**src/rtl/mem_port_arbiter.sv**
```systemverilog
// mem_port_arbiter: shares one single-ported memory between instruction fetch
// and the data-memory stage. One transaction is outstanding at a time, the
// memory-side request is held stable until mem_ack, and read data comes back
// on a registered one-cycle ready pulse. A data-grant streak counter bounds
// how long a pending fetch can be held off by back-to-back loads/stores.
module mem_port_arbiter #(
  parameter int AW          = 32,
  parameter int DW          = 32,
  parameter int MAX_DSTREAK = 4
) (
  input  logic              clk,
  input  logic              rst,
  input  logic              if_req,
  input  logic [AW-1:0]     if_addr,
  output logic [DW-1:0]     if_rdata,
  output logic              if_ready,
  input  logic              dm_req,
  input  logic              dm_we,
  input  logic [DW/8-1:0]   dm_be,
  input  logic [AW-1:0]     dm_addr,
  input  logic [DW-1:0]     dm_wdata,
  output logic [DW-1:0]     dm_rdata,
  output logic              dm_ready,
  output logic              mem_req,
  output logic              mem_we,
  output logic [DW/8-1:0]   mem_be,
  output logic [AW-1:0]     mem_addr,
  output logic [DW-1:0]     mem_wdata,
  input  logic [DW-1:0]     mem_rdata,
  input  logic              mem_ack,
  output logic              busy,
  output logic              owner
);

  localparam int BW = DW / 8;
  localparam int SW = $clog2(MAX_DSTREAK + 1);
  localparam logic [SW-1:0] DSTREAK_MAX = SW'(MAX_DSTREAK);
  localparam logic [SW-1:0] DSTREAK_ONE = SW'(1);

  typedef enum logic [1:0] {
    IDLE    = 2'd0,
    IF_WAIT = 2'd1,
    DM_WAIT = 2'd2
  } state_t;

  state_t          state_q,     state_d;
  logic [SW-1:0]   dstreak_q,   dstreak_d;
  logic            mem_req_q,   mem_req_d;
  logic            mem_we_q,    mem_we_d;
  logic [BW-1:0]   mem_be_q,    mem_be_d;
  logic [AW-1:0]   mem_addr_q,  mem_addr_d;
  logic [DW-1:0]   mem_wdata_q, mem_wdata_d;
  logic [DW-1:0]   if_rdata_q,  if_rdata_d;
  logic [DW-1:0]   dm_rdata_q,  dm_rdata_d;
  logic            if_ready_q,  if_ready_d;
  logic            dm_ready_q,  dm_ready_d;
  logic            busy_q,      busy_d;
  logic            owner_q,     owner_d;
  logic            fetch_wins_s;

  // Arbitration, grant capture and completion handling for the next cycle.
  always_comb begin
    state_d      = state_q;
    dstreak_d    = dstreak_q;
    mem_req_d    = mem_req_q;
    mem_we_d     = mem_we_q;
    mem_be_d     = mem_be_q;
    mem_addr_d   = mem_addr_q;
    mem_wdata_d  = mem_wdata_q;
    if_rdata_d   = if_rdata_q;
    dm_rdata_d   = dm_rdata_q;
    if_ready_d   = 1'b0;
    dm_ready_d   = 1'b0;
    owner_d      = owner_q;
    // Fetch wins when it is alone, or when data has used up its streak.
    fetch_wins_s = if_req && (!dm_req || (dstreak_q == DSTREAK_MAX));

    case (state_q)
      IDLE: begin
        if (fetch_wins_s) begin
          state_d     = IF_WAIT;
          mem_req_d   = 1'b1;
          mem_we_d    = 1'b0;
          mem_be_d    = {BW{1'b1}};
          mem_addr_d  = if_addr;
          mem_wdata_d = {DW{1'b0}};
          owner_d     = 1'b0;
          dstreak_d   = {SW{1'b0}};
        end else if (dm_req) begin
          state_d     = DM_WAIT;
          mem_req_d   = 1'b1;
          mem_we_d    = dm_we;
          mem_be_d    = dm_we ? dm_be : {BW{1'b1}};
          mem_addr_d  = dm_addr;
          mem_wdata_d = dm_wdata;
          owner_d     = 1'b1;
          // Only a data grant that overtakes a waiting fetch counts.
          if (if_req && (dstreak_q != DSTREAK_MAX)) begin
            dstreak_d = dstreak_q + DSTREAK_ONE;
          end else begin
            dstreak_d = dstreak_q;
          end
        end else begin
          state_d = IDLE;
        end
      end
      IF_WAIT: begin
        if (mem_ack) begin
          if_rdata_d = mem_rdata;
          if_ready_d = 1'b1;
          mem_req_d  = 1'b0;
          state_d    = IDLE;
        end else begin
          state_d = IF_WAIT;
        end
      end
      DM_WAIT: begin
        if (mem_ack) begin
          // A store completes without disturbing the last load result.
          if (!mem_we_q) begin
            dm_rdata_d = mem_rdata;
          end else begin
            dm_rdata_d = dm_rdata_q;
          end
          dm_ready_d = 1'b1;
          mem_req_d  = 1'b0;
          state_d    = IDLE;
        end else begin
          state_d = DM_WAIT;
        end
      end
      default: begin
        state_d   = IDLE;
        mem_req_d = 1'b0;
      end
    endcase

    busy_d = (state_d != IDLE);
  end

  // State and output registers; reset aborts any outstanding transaction.
  always_ff @(posedge clk or negedge rst) begin
    if (!rst) begin
      state_q     <= IDLE;
      dstreak_q   <= {SW{1'b0}};
      mem_req_q   <= 1'b0;
      mem_we_q    <= 1'b0;
      mem_be_q    <= {BW{1'b0}};
      mem_addr_q  <= {AW{1'b0}};
      mem_wdata_q <= {DW{1'b0}};
      if_rdata_q  <= {DW{1'b0}};
      dm_rdata_q  <= {DW{1'b0}};
      if_ready_q  <= 1'b0;
      dm_ready_q  <= 1'b0;
      busy_q      <= 1'b0;
      owner_q     <= 1'b0;
    end else begin
      state_q     <= state_d;
      dstreak_q   <= dstreak_d;
      mem_req_q   <= mem_req_d;
      mem_we_q    <= mem_we_d;
      mem_be_q    <= mem_be_d;
      mem_addr_q  <= mem_addr_d;
      mem_wdata_q <= mem_wdata_d;
      if_rdata_q  <= if_rdata_d;
      dm_rdata_q  <= dm_rdata_d;
      if_ready_q  <= if_ready_d;
      dm_ready_q  <= dm_ready_d;
      busy_q      <= busy_d;
      owner_q     <= owner_d;
    end
  end

  assign mem_req   = mem_req_q;
  assign mem_we    = mem_we_q;
  assign mem_be    = mem_be_q;
  assign mem_addr  = mem_addr_q;
  assign mem_wdata = mem_wdata_q;
  assign if_rdata  = if_rdata_q;
  assign if_ready  = if_ready_q;
  assign dm_rdata  = dm_rdata_q;
  assign dm_ready  = dm_ready_q;
  assign busy      = busy_q;
  assign owner     = owner_q;

endmodule

```
**config.mk**
```make
export PLATFORM = sky130hd
export DESIGN_NAME = mem_port_arbiter
export DESIGN_NICKNAME = d
export VERILOG_FILES = /design/src/rtl/mem_port_arbiter.sv
export SDC_FILE = /design/constraint.sdc
export NUM_CORES = 1
export LEC_CHECK = 0
export CAP_MARGIN = 20
export CORE_MARGIN = 1.5
export CORE_UTILIZATION = 41
export DETAILED_ROUTE_END_ITERATION = 16
export PLACE_DENSITY = 0.84
export SLEW_MARGIN = 20
export SYNTH_ARGS = -nofsm -noshare
export SYNTH_HDL_FRONTEND = slang
export SYNTH_SLANG_ARGS = --single-unit
```
**constraint.sdc**
```tcl
create_clock -name clk -period 2.1 [get_ports clk]
set_clock_uncertainty 0.15 [all_clocks]
set_input_delay 0.21 -clock clk [delete_from_list [all_inputs] [get_ports clk]]
set_output_delay 0.21 -clock clk [all_outputs]
set_load 0.01 [all_outputs]
```
==> results.py, run 1 <==
metrics = {
    "drt": {
        "first_iter_violations": 258,
        "drt_wl_total_mm": 17.0,
        "drt_pass1_iterations": 5,
        "num_vias": 4862,
        "via_per_inst": 5.28,
        "drc_errors": 0,
        "wl_per_cell_microns": 18.4,
        "ant_nets": 0,
    },
    "clock_tree": {
        "post_cts_resized": 0,
        "h-tree-depth": 4,
        "cts_tree": "yes",
        "cts_root_buf": "clkbuf_16",
        "cts.sinks": 143,
        "cts_setup_buffers": 0,
        "clk_path_buf_depth": 2,
        "clk_latency_ns": 0.41,
        "cts.clk_slew.worst_paths_ns": 0.06,
        "cts_buffers": 17,
    },
    "grt": {
        "overflow": 0,
        "gr-usage-met2": 0.400,
        "busiest_layer": "met2",
        "grt_pass1_wl_mm": 26.1,
        "grt_max_degree": 75,
        "grt_antenna_before_repair": 0,
        "grtUsageMet3": 0.0595,
        "grtUsageMet1": 0.265,
        "grt_pass1_vias": 5030,
        "grt_usage": 0.226,
    },
    "flow_run": {
        "maxCapViolations": 0,
    },
    "critical_path": {
        "required_ns": 2.28,
        "crit_path_cell_trace": "inv_1 > ha_1 > buf_4 > buf_4 > nand4_1 > o211ai_2",
        "cp_slowest_cell": "dfrtp_1",
        "crit_type": "register to register",
        "max_stage_delay_ns": 0.40,
        "cp_max_fo": 18,
        "arrival_ns": 2.04,
        "cp-start-kind": "register",
        "crit_path_frequent_cell": "buf_4",
        "cp-end-kind": "register",
    },
    "timing": {
        "period_share": 0.883,
        "worst_slew_pin_slew_ns": 0.532,
        "fmax_ghz": 0.539,
        "hold_viol_final": 0,
        "grt_setup_unrepaired": "no",
        "setup_tns_ns": 0,
        "setup_viol": 0,
        "slew_violations": 0,
        "fin_crit_ns": 1.85,
        "timing.slew.headroom": 0.646,
    },
    "synthesis": {
        "synth.area.mux_share": 0.123,
        "synth.distinct_cells": 30,
        "synth_cells": 454,
        "synth_top_family_by_area": "compound AO/OA/AOI/OAI gates",
        "synth_top_area_cell": "dfrtp_1",
        "synth.avg_cell_area_sq_um": 13.1,
        "yosys.area_share.simple": 0.0909,
        "synth_xor_area_frac": 0,
        "synth.cell_area_sq_um": 5930,
        "synth_seq_cells": 143,
        "synth_area_leaders": "dfrtp_1, mux2_2, o211ai_2",
        "syn-num-nets": 598,
        "synth-adder-area-share": 0.0127,
        "synth_seq_area_share": 0.603,
        "synth.top_cell.area_share": 0.603,
        "synth_warnings": 0,
        "synth-compound-area-share": 0.133,
    },
    "layout": {
        "fill_cells": 1001,
        "drive_above_1_share": 0.193,
        "diodes": 0,
        "fin_cells": 920,
        "nNetsFinal": 871,
        "design_area_sq_um": 9530,
        "area.growth.synth_to_final_pct": 60.7,
        "fin_util": 0.681,
    },
    "place": {
        "gp_congestion": 0.784,
        "dp_cells": 887,
        "hpwl_mm": 12.2,
        "port_buffers": 275,
        "placed_cell_area_sq_um": 8900,
    },
    "floorplanning": {
        "die_x_microns": 123,
        "core.rowCount": 43,
        "core-area_sq_um": 14000,
        "die-area_sq_um": 15200,
        "start_util": 0.424,
        "die_height_microns": 123,
        "ios": 276,
    },
    "min_path": {
        "hp-class": "primary input to async pin",
    },
    "power": {
        "ir_drop_mv": 0.711,
        "power_density_nw_per_um2": 1540,
        "p_leak_nw": 4.11,
    },
    "status": {
        "status": "finished clean",
    },
}
-- critical path, delay by kind of cell (launching register included) --
kind,cells,cell delay [ns]
buf+inv,3,0.65
fa+ha+maj,1,0.28
compound gates,1,0.12
flops,1,0.40
simple gates,1,0.17
-- where the power goes --
| group | switching (mW) | internal [mW] | total [mW] |
|---|---|---|---|
| sequential | 0.780 | 4.11 | 4.89 |
| clock | 1.14 | 1.99 | 3.14 |
| combinational | 2.82 | 3.80 | 6.62 |
| total | 4.74 | 9.91 | 14.6 |
-- registers in the layout (all words and copies together), names as in the netlist --
name,count
mem_we,1
if_ready,1
state_q,2
mem_be,4
dm_ready,1
mem_addr,32
dstreak_q,3
mem_wdata,32
busy,1
mem_req,1
if_rdata,32
owner,1
dm_rdata,32
-- layout make-up --
| type | instances | area, sq um | area share |
|---|---|---|---|
| clock buffers | 19 | 433 | 0.0454 |
| clock inverters | 13 | 186 | 0.0196 |
| inverters | 6 | 22.5 | 0.00236 |
| multi-input cells | 267 | 2140 | 0.225 |
| flip-flops and latches | 143 | 3580 | 0.375 |
| well taps | 180 | 225 | 0.0236 |
| repair buffers | 292 | 2950 | 0.309 |
-- metrics by stage --
| stage | setup WS (ns) | hold WS [ns] | total power [mW] |
|---|---|---|---|
| floorplan | 0.272 | -0.236 | 7.77 |
| global placement | 0.286 | -0.128 | 11.3 |
| detailed placement | 0.240 | -0.127 | 11.6 |
| CTS | 0.249 | 0.00373 | 14.8 |
| global route | 0.173 | 0.00523 | 15.5 |
| finish | 0.246 | 0.0186 | 14.6 |
-- cell families after synthesis --
family | after synthesis
compound gates | 80
fa+ha+maj | 6
buf+inv | 44
flops | 143
mux | 65
simple gates | 116
-- cells in the mapped netlist --
cell type,instances
buf_4,1
a32oi_1,1
mux2_2,64
dfrtp_1,143
nand2_1,72
mux2_1,1
ha_1,6
o21ai_2,1
clkbuf_1,18
and2_1,1
and2_4,1
buf_6,5
nand2b_1,1
o21a_1,1
buf_1,3
nor2_1,2
o21ai_0,4
nor2b_1,2
inv_1,6
a21bo_1,1
and3_1,1
o22a_1,4
o211ai_1,2
nand4_1,33
o211ai_2,30
a22o_1,33
o21bai_1,1
nand3_1,3
a21oi_1,2
buf_2,11
-- metal layers --
layer / up-vias / part of all wire
met5: - / 0
met4: 0 / 0.016
met3: 24 / 0.073
met2: 208 / 0.53
met1: 2439 / 0.38
li1: 2191 / -
-- cells in the final DEF (no fill, tap or decap), drive strengths merged, types with 2 or more instances in the layout --
cell | netlist | layout
a21oi | 2 | 2
a22o | 33 | 33
and2 | 2 | 2
buf | 20 | 17
bufinv | 0 | 4
clkbuf | 18 | 19
clkdlybuf4s50 | 0 | 274
clkinv | 0 | 3
clkinvlp | 0 | 4
dfrtp | 143 | 143
ha | 6 | 6
inv | 6 | 8
mux2 | 65 | 65
nand2 | 72 | 72
nand3 | 3 | 3
nand4 | 33 | 33
nor2 | 2 | 2
nor2b | 2 | 2
o211ai | 32 | 32
o21ai | 5 | 5
o22a | 4 | 4
-- what timing repair did --
| action | 4_1_cts | 5_1_grt |
|---|---|---|
| endpoints found under the hold margin | 143 | 0 |
| hold buffers | 1 | 0 |
| setup endpoints to repair | 0 | 0 |
-- path summary, 6_finish.rpt --
check	from	endpoint	slack, ns	cells after the start
worst min register to register	mem_addr[9]	mem_addr[9]	0.33	2
max in group asynchronous	rst	mem_addr[6]	1.18	3
worst max-delay path	state_q[0]	mem_addr[29]	0.25	6
worst min-delay path	rst	dm_rdata[17]	0.02	2
min in group clk	dm_addr[19]	mem_addr[19]	0.23	3
worst max register to register	state_q[0]	mem_addr[29]	0.25	6
Power figures use the tool's default switching activity.
==> run 2: changes to the inputs <==
--- a/config.mk
+++ b/config.mk
@@ -9,7 +9,7 @@
 export CORE_MARGIN = 1.5
 export CORE_UTILIZATION = 41
 export DETAILED_ROUTE_END_ITERATION = 16
-export PLACE_DENSITY = 0.84
+export PLACE_DENSITY = 0.8
 export SLEW_MARGIN = 20
 export SYNTH_ARGS = -nofsm -noshare
 export SYNTH_HDL_FRONTEND = slang
==> run 2 against run 1 <==
  * Global-route usage fell by 0.66 points
  * Via count fell by 2.4%
  * Cell area down 0.29%
  * Power is 3.0% lower
  * Routed wire length down 0.64%
  * Count of clock-buffer cells in the layout grew 1
  * Clock power decreased by 14%
  * Non-clock buffer count is 1 higher
  * Die area unchanged
  * Register-to-register slack lost 0.05 ns
  * Setup slack worse by 0.051 ns
  * Critical path type unchanged
  * Critical endpoint is now mem_wdata[19]
  * Largest power group unchanged
  * Highest routed layer unchanged
==> results.py, run 2 (synthesis gave the netlist of run 1 again) <==
metrics = {
    "status": {
        "status": "finished clean",
    },
    "drt": {
        "drc_errors": 0,
        "num_vias": 4745,
        "drt_pass1_iterations": 4,
        "drt_wl_total_mm": 16.9,
        "ant_nets": 0,
        "first_iter_violations": 282,
        "via_per_inst": 5.15,
        "wl_per_cell_microns": 18.3,
    },
    "layout": {
        "diodes": 0,
        "area.growth.synth_to_final_pct": 60.2,
        "final_cell_mix": "clkdlybuf4s50_1, dfrtp_1, nand2_1",
        "fin_cells": 921,
        "mostFrequentLayoutCell": "clkdlybuf4s50_1",
        "drive_above_1_share": 0.194,
        "nNetsFinal": 872,
    },
    "grt": {
        "grt_max_degree": 57,
        "grt_pass1_vias": 5112,
        "grt_antenna_before_repair": 0,
        "overflow": 0,
        "grt_usage": 0.220,
        "grt_pass1_wl_mm": 25.5,
    },
    "floorplanning": {
        "die_height_microns": 123,
        "ios": 276,
        "core.rowCount": 43,
        "die-area_sq_um": 15200,
        "die_x_microns": 123,
        "core-area_sq_um": 14000,
        "start_util": 0.424,
    },
    "clock_tree": {
        "cts_setup_buffers": 0,
        "hold_buffers": 1,
        "cts_buffers": 17,
        "cts.sinks": 143,
        "cts_tree": "yes",
        "clk_path_buf_depth": 2,
        "clk_latency_ns": 0.41,
        "cts.clk_slew.worst_paths_ns": 0.06,
        "cts_root_buf": "clkbuf_16",
        "post_cts_resized": 0,
        "h-tree-depth": 4,
    },
    "timing": {
        "fmax_ghz": 0.525,
        "setup_tns_ns": 0,
        "hold_viol_final": 0,
        "setup_viol": 0,
        "timing.slew.headroom": 0.628,
        "worst_slew_pin_slew_ns": 0.558,
        "grt_setup_unrepaired": "no",
        "fin_crit_ns": 1.90,
        "period_share": 0.907,
        "slew_violations": 0,
    },
    "critical_path": {
        "crit_type": "register to register",
        "r2r_end": "mem_wdata[19]",
        "required_ns": 2.29,
        "cp_max_fo": 32,
        "cp-end-kind": "register",
        "crit_path_cell_trace": "inv_1 > ha_1 > and3_1 > buf_4 > a22o_1",
        "arrival_ns": 2.10,
        "timing.rr.start": "state_q[0]",
        "worstSetupStartpoint": "state_q[0]",
        "cp-start-kind": "register",
        "cp_slowest_cell": "dfrtp_1",
        "r2r.worst_path.cells": 5,
        "max_stage_delay_ns": 0.40,
        "r2r_setup_slack_ns": 0.20,
    },
    "place": {
        "gp_congestion": 0.781,
        "port_buffers": 275,
        "hpwl_mm": 12.2,
        "dp_cells": 888,
    },
    "power": {
        "p_leak_nw": 4.10,
        "power_density_nw_per_um2": 1490,
        "ir_drop_mv": 0.625,
    },
    "min_path": {
        "hp-class": "primary input to async pin",
    },
    "flow_run": {
        "maxCapViolations": 0,
    },
}
## run 2: cell type report
type / instances / area [sq um]
fillers: 1013 / 4480
inverters: 6 / 22.5
repair buffers: 293 / 3000
multi-input cells: 267 / 2140
clock inverters: 12 / 87.6
flip-flops and latches: 143 / 3580
clock buffers: 20 / 447
well taps: 180 / 225
## run 2: worst max path at each step
stage / slack (ns) / cells after the start / end
after floorplan: 0.27 / 7 / dm_rdata[10]
after global placement: 0.24 / 5 / mem_wdata[30]
after detailed placement: 0.22 / 5 / mem_wdata[29]
after CTS: 0.20 / 5 / mem_wdata[13]
after global routing: 0.10 / 5 / mem_wdata[16]
final: 0.20 / 5 / mem_wdata[19]
## run 2: report_power, final
group | switching, mW | total, mW | internal [mW]
combinational | 2.82 | 6.65 | 3.84
clock | 1.15 | 2.69 | 1.54
sequential | 0.745 | 4.86 | 4.11
total | 4.71 | 14.2 | 9.49
## run 2: routing by layer
layer	GRT usage	share of wire	vias up
met5	0	0	-
met4	0.124	0.040	0
met3	0.0438	0.058	43
met2	0.388	0.52	199
met1	0.247	0.39	2317
li1	-	-	2186
## run 2: critical path: cells and delay by family, from the launching register on
kind,cells,cell delay (ns)
simple gates,1,0.23
fa+ha+maj,1,0.39
buf+inv,2,0.43
compound gates,1,0.21
flops,1,0.40
## run 2: metrics by stage
| step | setup WS [ns] | hold WS [ns] | area, sq um | util | power, mW |
|---|---|---|---|---|---|
| floorplan | 0.272 | -0.236 | 5930 | - | 7.77 |
| global placement | 0.242 | 0.0554 | 8960 | 0.641 | 11.3 |
| detailed placement | 0.218 | 0.0690 | 8960 | 0.641 | 11.6 |
| CTS | 0.203 | 0.197 | 9510 | 0.680 | 14.4 |
| global route | 0.100 | 0.234 | 9510 | 0.680 | 15.0 |
| finish | 0.195 | 0.185 | 9510 | 0.680 | 14.2 |
==> run 3: changes to the inputs <==
--- a/config.mk
+++ b/config.mk
@@ -10,6 +10,7 @@
 export CORE_UTILIZATION = 41
 export DETAILED_ROUTE_END_ITERATION = 16
 export PLACE_DENSITY = 0.8
+export RECOVER_POWER = 25
 export SLEW_MARGIN = 20
 export SYNTH_ARGS = -nofsm -noshare
 export SYNTH_HDL_FRONTEND = slang
==> run 3 against run 2 <==
  * Critical path depth stayed put
  * Via count up 0.42%
  * Global-route usage did not move
  * Sequential share of layout area rose by 0.060 points
  * Register-to-register slack about the same
  * Routed wire length barely moved
  * First-iteration DRC count unchanged
  * Combinational power barely moved
  * Count of clock-buffer cells in the layout is the same
  * Cell area fell by 0.16%
  * Fmax shrank 0.17%
  * Setup slack got worse by 0.0032 ns
==> results.py, run 3 (synthesis gave the netlist of run 1 again) <==
metrics = {
    "drt": {
        "drc_errors": 0,
        "route.met3.wl_mm": 1.01,
        "drt_wl_total_mm": 16.9,
        "first_iter_violations": 282,
        "ant_nets": 0,
        "via_per_inst": 5.17,
        "num_vias": 4765,
        "wl_met2_mm": 8.69,
        "wl_per_cell_microns": 18.3,
        "highest_layer": "met4",
        "drt_pass1_iterations": 6,
        "wl_met1_mm": 6.48,
    },
    "power": {
        "p_leak_nw": 4.09,
        "ir_drop_mv": 0.625,
        "power_density_nw_per_um2": 1500,
    },
    "critical_path": {
        "cp-start-kind": "register",
        "cp_max_fo": 32,
        "max_stage_delay_ns": 0.40,
        "cp_num_buf_inv": 2,
        "r2r_setup_slack_ns": 0.19,
        "cp_slowest_cell": "dfrtp_1",
        "crit_type": "register to register",
        "crit_path_cell_trace": "inv_1 > ha_1 > and3_1 > buf_4 > a22o_1",
        "crit_family": "buffers and inverters",
        "cp-end-kind": "register",
        "required_ns": 2.29,
        "arrival_ns": 2.10,
    },
    "timing": {
        "finalWorstSetupSlack_ns": 0.192,
        "slew_violations": 0,
        "hold_viol_final": 0,
        "setup_viol": 0,
        "worst_slew_pin_slew_ns": 1.32,
        "fin_crit_ns": 1.91,
        "period_share": 0.909,
        "timing.slew.headroom": 0.117,
        "holdWs_ns": 0.227,
        "setup_tns_ns": 0,
        "fmax_ghz": 0.524,
        "grt_setup_unrepaired": "no",
    },
    "layout": {
        "drive_above_1_share": 0.194,
        "nNetsFinal": 872,
        "final_cell_mix": "clkdlybuf4s50_1, dfrtp_1, nand2_1",
        "fill_cells": 1017,
        "area.growth.synth_to_final_pct": 60.0,
        "multi_input_area_sq_um": 2140,
        "fin_util": 0.678,
        "mostFrequentLayoutCell": "clkdlybuf4s50_1",
        "ff_latch_area_sq_um": 3580,
        "diodes": 0,
    },
    "grt": {
        "overflow": 0,
        "grt_pass1_wl_mm": 25.5,
        "grt_antenna_before_repair": 0,
        "grt_pass1_vias": 5112,
        "grt_max_degree": 57,
        "grt_usage": 0.220,
    },
    "clock_tree": {
        "cts_tree": "yes",
        "hold_buffers": 1,
        "cts_setup_buffers": 0,
        "cts_root_buf": "clkbuf_16",
        "clk_latency_ns": 0.41,
        "cts.sinks": 143,
        "cts_buffers": 17,
        "cts.clk_slew.worst_paths_ns": 0.06,
        "post_cts_resized": 0,
        "clk_path_buf_depth": 2,
        "h-tree-depth": 4,
    },
    "place": {
        "gp_congestion": 0.781,
        "pre_cts_ws_ns": 0.218,
        "hpwl_mm": 12.2,
        "port_buffers": 275,
    },
    "floorplanning": {
        "die_height_microns": 123,
        "core.rowCount": 43,
        "ios": 276,
        "start_util": 0.424,
        "die-area_sq_um": 15200,
        "core-area_sq_um": 14000,
        "die_x_microns": 123,
    },
    "min_path": {
        "hp-class": "primary input to register",
    },
    "status": {
        "status": "finished clean",
    },
    "flow_run": {
        "maxCapViolations": 0,
    },
}
-- run 3: cell types whose count changed in the layout (fill, tap and decap cells not counted) --
| cell | delta |
|---|---|
| and2_0 | +1 |
| and2_1 | -1 |
| buf_12 | -1 |
| buf_2 | +1 |
-- run 3: stage by stage --
step           area (sq um)  total power, mW  cells
2_1_floorplan          5930             7.77    454
3_3_place_gp           8960             11.3    888
3_5_place_dp           8960             11.6    888
4_1_cts                9510             14.4    921
5_1_grt                9490             15.0    921
6_report               9490             14.2    921
-- run 3: cell type report --
cell class              instances  share of cell area
multi-input cells             267               0.226
repair buffers                293               0.315
inverters                       6             0.00237
clock buffers                  20              0.0471
well taps                     180              0.0237
flip-flops and latches        143               0.377
clock inverters                12             0.00923
-- run 3: metal layers --
layer / up-vias / GRT usage
met2: 206 / 0.388
met1: 2327 / 0.247
met5: - / 0
met4: 0 / 0.124
met3: 43 / 0.0438
li1: 2189 / -
-- run 3: power breakdown --
part	switching [mW]	internal, mW	total (mW)
logic	2.82	3.83	6.65
clock network	1.15	1.54	2.69
registers	0.745	4.11	4.86
-- run 3: path summary, 6_finish.rpt --
path | cells past startpoint | end | start
max | 5 | mem_wdata[19] | state_q[0]
min | 3 | mem_addr[1] | dm_addr[1]
max reg2reg | 5 | mem_wdata[19] | state_q[0]
min reg2reg | 2 | mem_addr[16] | mem_addr[16]
max in group asynchronous | 3 | dm_rdata[23] | rst
min in group asynchronous | 2 | dm_rdata[3] | rst
-- run 3: tightest hold or removal path: cells and delay by family --
kind                   cells  cell delay [ns]
buffers and inverters      1             0.40
AOI/OAI and AO/OA          1             0.07
and+or+nand+nor            1             0.06
